--- src/rtl/if_prefetch.sv ---
// Instruction fetch prefetcher: credit-limited in-order memory requests feeding a
// small instruction buffer, with redirect flush, response discard and sticky fault.
module if_prefetch #(
    parameter int          DEPTH    = 4,
    parameter logic [31:0] RESET_PC = 32'h0000_0000,
    parameter int          IRAMSIZE = 131072
) (
    input  logic        clk,
    input  logic        reset,
    input  logic        redirect_valid,
    input  logic [31:0] redirect_pc,
    output logic        imem_valid,
    output logic [31:0] imem_addr,
    input  logic        imem_ready,
    input  logic        imem_rvalid,
    input  logic [31:0] imem_rdata,
    output logic        inst_valid,
    output logic [31:0] inst_pc,
    output logic [31:0] inst_data,
    input  logic        inst_ready,
    output logic        exception,
    output logic [31:0] fetch_pc
);
    localparam int AW = $clog2(DEPTH);
    localparam int PW = AW + 1;
    localparam int IW = $clog2(IRAMSIZE);
    localparam int DW = AW + 8;
    localparam logic [PW:0] DEPTH_C = (PW+1)'(DEPTH);

    typedef struct packed {
        logic [31:0] pc;
        logic [31:0] data;
    } entry_t;

    entry_t      buf_mem [DEPTH];
    logic [31:0] tag_mem [DEPTH];

    logic [31:0]   fetch_pc_q;
    logic [PW-1:0] wr_ptr, rd_ptr, tag_wr, tag_rd;
    logic [DW-1:0] disc_q, disc_d;
    logic          exc_q;

    logic [PW-1:0] buf_cnt, out_cnt;
    logic [PW:0]   credit_use;
    logic          buf_full, range_fault;
    logic          accept, push, pop, drop, resp_live, exc_set;

    assign buf_cnt    = wr_ptr - rd_ptr;
    assign out_cnt    = tag_wr - tag_rd;
    assign credit_use = {1'b0, buf_cnt} + {1'b0, out_cnt};
    assign buf_full   = (wr_ptr[AW] != rd_ptr[AW]) && (wr_ptr[AW-1:0] == rd_ptr[AW-1:0]);

    // Fault is raised from the address about to be presented, so it is never issued.
    assign range_fault = (fetch_pc_q >> IW) != 32'd0;

    assign imem_valid = !reset && !exc_q && !range_fault && (credit_use < DEPTH_C);
    assign imem_addr  = fetch_pc_q;
    assign fetch_pc   = fetch_pc_q;
    assign exception  = exc_q;

    assign accept    = imem_valid && imem_ready;
    assign resp_live = imem_rvalid && ((disc_q != '0) || (out_cnt != '0));
    assign drop      = imem_rvalid && (disc_q != '0);
    assign push      = imem_rvalid && (disc_q == '0) && (out_cnt != '0) && !buf_full;
    assign pop       = inst_valid && inst_ready;
    assign exc_set   = range_fault || (redirect_valid && (redirect_pc[1:0] != 2'b00));

    // Everything still in flight after this edge (old discards, live tags, a same-cycle
    // accept, minus the response consumed now) must be thrown away after a redirect.
    assign disc_d = disc_q + DW'(out_cnt) + DW'(accept) - DW'(resp_live);

    assign inst_valid = (wr_ptr != rd_ptr);
    assign inst_pc    = inst_valid ? buf_mem[rd_ptr[AW-1:0]].pc   : 32'd0;
    assign inst_data  = inst_valid ? buf_mem[rd_ptr[AW-1:0]].data : 32'd0;

    always_ff @(posedge clk or posedge reset) begin
        if (reset) begin
            fetch_pc_q <= RESET_PC;
            wr_ptr     <= '0;
            rd_ptr     <= '0;
            tag_wr     <= '0;
            tag_rd     <= '0;
            disc_q     <= '0;
            exc_q      <= 1'b0;
        end else begin
            if (exc_set)
                exc_q <= 1'b1;
            if (redirect_valid) begin
                fetch_pc_q <= {redirect_pc[31:2], 2'b00};
                wr_ptr     <= '0;
                rd_ptr     <= '0;
                tag_wr     <= '0;
                tag_rd     <= '0;
                disc_q     <= disc_d;
            end else begin
                if (accept) begin
                    fetch_pc_q <= fetch_pc_q + 32'd4;
                    tag_wr     <= tag_wr + PW'(1);
                end
                if (push) begin
                    wr_ptr <= wr_ptr + PW'(1);
                    tag_rd <= tag_rd + PW'(1);
                end
                if (pop)
                    rd_ptr <= rd_ptr + PW'(1);
                if (drop)
                    disc_q <= disc_q - DW'(1);
            end
        end
    end

    always_ff @(posedge clk) begin
        if (accept && !redirect_valid)
            tag_mem[tag_wr[AW-1:0]] <= fetch_pc_q;
        if (push && !redirect_valid)
            buf_mem[wr_ptr[AW-1:0]] <= '{pc: tag_mem[tag_rd[AW-1:0]], data: imem_rdata};
    end
endmodule

--- config.mk ---
export PLATFORM = sky130hd
export DESIGN_NAME = if_prefetch
export DESIGN_NICKNAME = d
export VERILOG_FILES = /design/src/rtl/if_prefetch.sv
export SDC_FILE = /design/constraint.sdc
export NUM_CORES = 1
export LEC_CHECK = 0
export ABC_AREA = 1
export BUFFER_PORTS_ARGS = -buffer_cell sky130_fd_sc_hd__clkbuf_2
export CAP_MARGIN = 10
export CORE_MARGIN = 5
export CORE_UTILIZATION = 36
export DETAILED_ROUTE_END_ITERATION = 6
export PLACE_DENSITY_LB_ADDON = 0.15
export SYNTH_ARGS = -nofsm -noshare
export SYNTH_HDL_FRONTEND = slang
export SYNTH_SLANG_ARGS = --single-unit
--- constraint.sdc ---
create_clock -name clk -period 12.1 [get_ports clk]
set_input_delay 1.21 -clock clk [delete_from_list [all_inputs] [get_ports clk]]
set_output_delay 1.21 -clock clk [all_outputs]
set_load 0.01 [all_outputs]
==> results.py <==
metrics = {
    "run_status": {
        "outcome": "complete, no violations",
    },
    "place": {
        "hpwl_microns": 26500,
        "io_buffer_count": 194,
        "globalplace.congestion": 0.805,
        "place_area_sq_um": 19700,
        "dp.cells": 2438,
        "dp_slack_ns": 6.88,
    },
    "synthesis": {
        "syn_inst": 1665,
        "synth_edf_count": 368,
        "ys_ff_latch": 421,
        "avgSynthCellArea_sq_um": 11.0,
        "synth_area_sq_um": 18300,
        "synth_cell_types": 34,
        "synthArstFlopShare_pct": 12.6,
        "yosysWarningCount": 0,
        "synth-seq-area-share_pct": 67.7,
        "synthFlopType": "edfxtp_1",
    },
    "clocking": {
        "cts.sinks": 421,
        "cts_buffer_depth": 3,
        "path_clk_slew_ns": 0.06,
        "ctsHtreeMaxLevel": 2,
        "clk_latency_ns": 0.57,
        "ctsResizeCount": 0,
        "root_buffer": "clkbuf_16",
        "post_cts_buffers": 0,
        "cts_hold_buffers": 0,
        "cts_tree": "built",
        "cts_made_buffers": 48,
    },
    "run": {
        "maxCapViolations": 0,
    },
    "critical_path": {
        "endpoint_kind": "output pin",
        "arrival_ns": 4.25,
        "path_class": "reg2out",
        "critPathLaunchType": "register",
        "path_max_fanout": 33,
        "required_ns": 10.89,
        "crit_chain": "inv_1 > fa_1 > nand2_1 > nand2_1 > ha_1 > nor2_1 > nand3b_1 > nor2_1 > nand3_1 > inv_1 > clkbuf_2",
        "slowest_stage": "dfrtp_1",
        "rr_worst_depth": 20,
        "slowest_delay_ns": 1.05,
    },
    "floorplan": {
        "initial_utilization_pct": 36.5,
        "die_h_microns": 235,
        "die-width_microns": 235,
        "num_rows": 82,
        "core_sq_um": 50200,
        "ios": 201,
        "die_area_sq_um": 55400,
    },
    "layout": {
        "final_nets": 1925,
        "area_growth_syn_to_layout_pct": 15.4,
        "utilization_pct": 42.1,
        "final_cell_count_no_fill": 2526,
        "drive_above_1_share_pct": 15.7,
        "layout_common_cells": "368 x edfxtp_1, 360 x nor2_1, 220 x o21ai_0",
        "final_common_cell": "edfxtp_1",
        "finalInstanceArea_sq_um": 21100,
        "n_fill_cell": 4824,
    },
    "global_route": {
        "grt_pass1_vias": 12000,
        "grt_antenna_before_repair": 0,
        "grt_max_degree": 91,
        "grt_overflow": 0,
        "grt_pass1_wl_microns": 70600,
        "globalRouteTotalUtil_pct": 15.9,
    },
    "pwr": {
        "comb_power_share_pct": 11.6,
        "powerDensity_nw_per_um2": 161,
        "cellLeakagePower_nw": 8.21,
        "power_mw": 3.39,
        "p_sw_share_pct": 25.4,
        "p_switching_mw": 0.862,
        "max-vdd-ir-drop_uv": 88.9,
        "power_frac_clock_pct": 39.4,
        "internal-power_mw": 2.53,
        "p_seq_share_pct": 48.9,
    },
    "timing": {
        "hold_violations": 0,
        "finalCritPeriodShare_pct": 45.2,
        "finalSetupViolCount": 0,
        "slew_violations": 0,
        "max_slew_margin_pct": 28.2,
        "clock.fmax_mhz": 183,
        "fin_ws_ns": 6.64,
        "fin_worst_skew_ns": 0.0184,
        "hold_slack_ns": 0.546,
        "fin_tns_setup_ns": 0,
        "rsz0062_at_grt": "no",
        "worst_pin_slew_ns": 1.08,
        "period_needed_ns": 5.46,
    },
    "route": {
        "drtAntennaViolNets": 0,
        "first_pass_iters": 5,
        "drt_iter0_drc": 668,
        "drc": 0,
        "wl_microns": 45200,
        "wl_per_cell_microns": 17.9,
        "vias": 12200,
        "viasPerCell": 4.83,
    },
    "min_path": {
        "holdPathStages": 2,
        "hp-class": "reg2reg",
    },
}
-- Yosys cell counts, types with 30 or more instances --
master | count | area [sq um]
edfxtp_1 | 368 | 11100
nor2_1 | 368 | 1380
o21ai_0 | 220 | 1100
nand2_1 | 205 | 769
inv_1 | 94 | 353
a21oi_1 | 72 | 360
dfrtp_1 | 53 | 1330
nand3_1 | 52 | 260
clkbuf_1 | 39 | 146
buf_4 | 37 | 278
ha_1 | 35 | 438
o22ai_1 | 30 | 188
-- kinds of logic (layout without fill, tap and decap cells) --
kind of cell | count (synthesis) | after routing | share of synthesized area, %
flip-flops | 421 | 421 | 67.7
buffers and inverters | 213 | 396 | 5.49
XOR/XNOR | 13 | 13 | 0.623
other | 1 | 7 | 0.0205
AO/OA/AOI/OAI | 334 | 334 | 9.43
AND/OR/NAND/NOR | 644 | 644 | 13.9
adder cells (fa/ha/maj) | 39 | 39 | 2.83
-- metal layers --
layer | up-vias | wire length (microns) | track usage [%] | part of all wire [%]
li1 | 5995 | - | - | -
met4 | 0 | 658 | 3.06 | 1.5
met2 | 264 | 20700 | 25.2 | 46
met1 | 5883 | 21600 | 22.9 | 48
met5 | - | 0 | 0 | 0
met3 | 54 | 2230 | 3.36 | 4.9
-- power by group through the flow --
stage          combinational [mW]  clock, mW  sequential [mW]
3_3_place_gp                0.397          0             1.69
4_1_cts                     0.398       1.38             1.66
5_1_grt                     0.460       1.44             1.66
6_report                    0.395       1.34             1.66
2_1_floorplan               0.300          0             1.67
3_5_place_dp                0.395          0             1.69
-- registers in the layout, summed over array words and instances, names as in the netlist --
name and flops:
buf_mem 248, tag_mem 120, fetch_pc 30, disc_q 10
rd_ptr 3, tag_rd 3, tag_wr 3, wr_ptr 3
exception 1
-- worst paths after layout --
check	from	end	slack [ns]
min in group asynchronous	reset	fetch_pc[28]	0.85
hold reg to reg	exception	exception	0.55
setup / recovery	tag_rd[1]	imem_valid	6.64
hold / removal	exception	exception	0.55
setup reg to reg	tag_rd[1]	disc_q[8]	7.00
max in group asynchronous	reset	rd_ptr[0]	10.70
-- layout make-up --
cell class	instances	area (sq um)	share of cell area [%]
Tap cell	672	841	3.98
Sequential cell	421	12400	58.7
Clock buffer	76	1340	6.33
Multi-Input combinational cell	1036	4970	23.6
Inverter	97	364	1.73
Antenna cell	1	2.50	0.0119
Timing Repair Buffer	212	1110	5.24
Clock inverter	11	98.8	0.468
-- critical path: cells and delay by family (launching register included) --
family                     cells  cell delay [ns]
DFF                            1             1.05
buffers and inverters          3             0.99
adders and majority gates      2             0.93
and+or+nand+nor                6             0.71
Note: power is estimated with default switching activity, not from simulation.
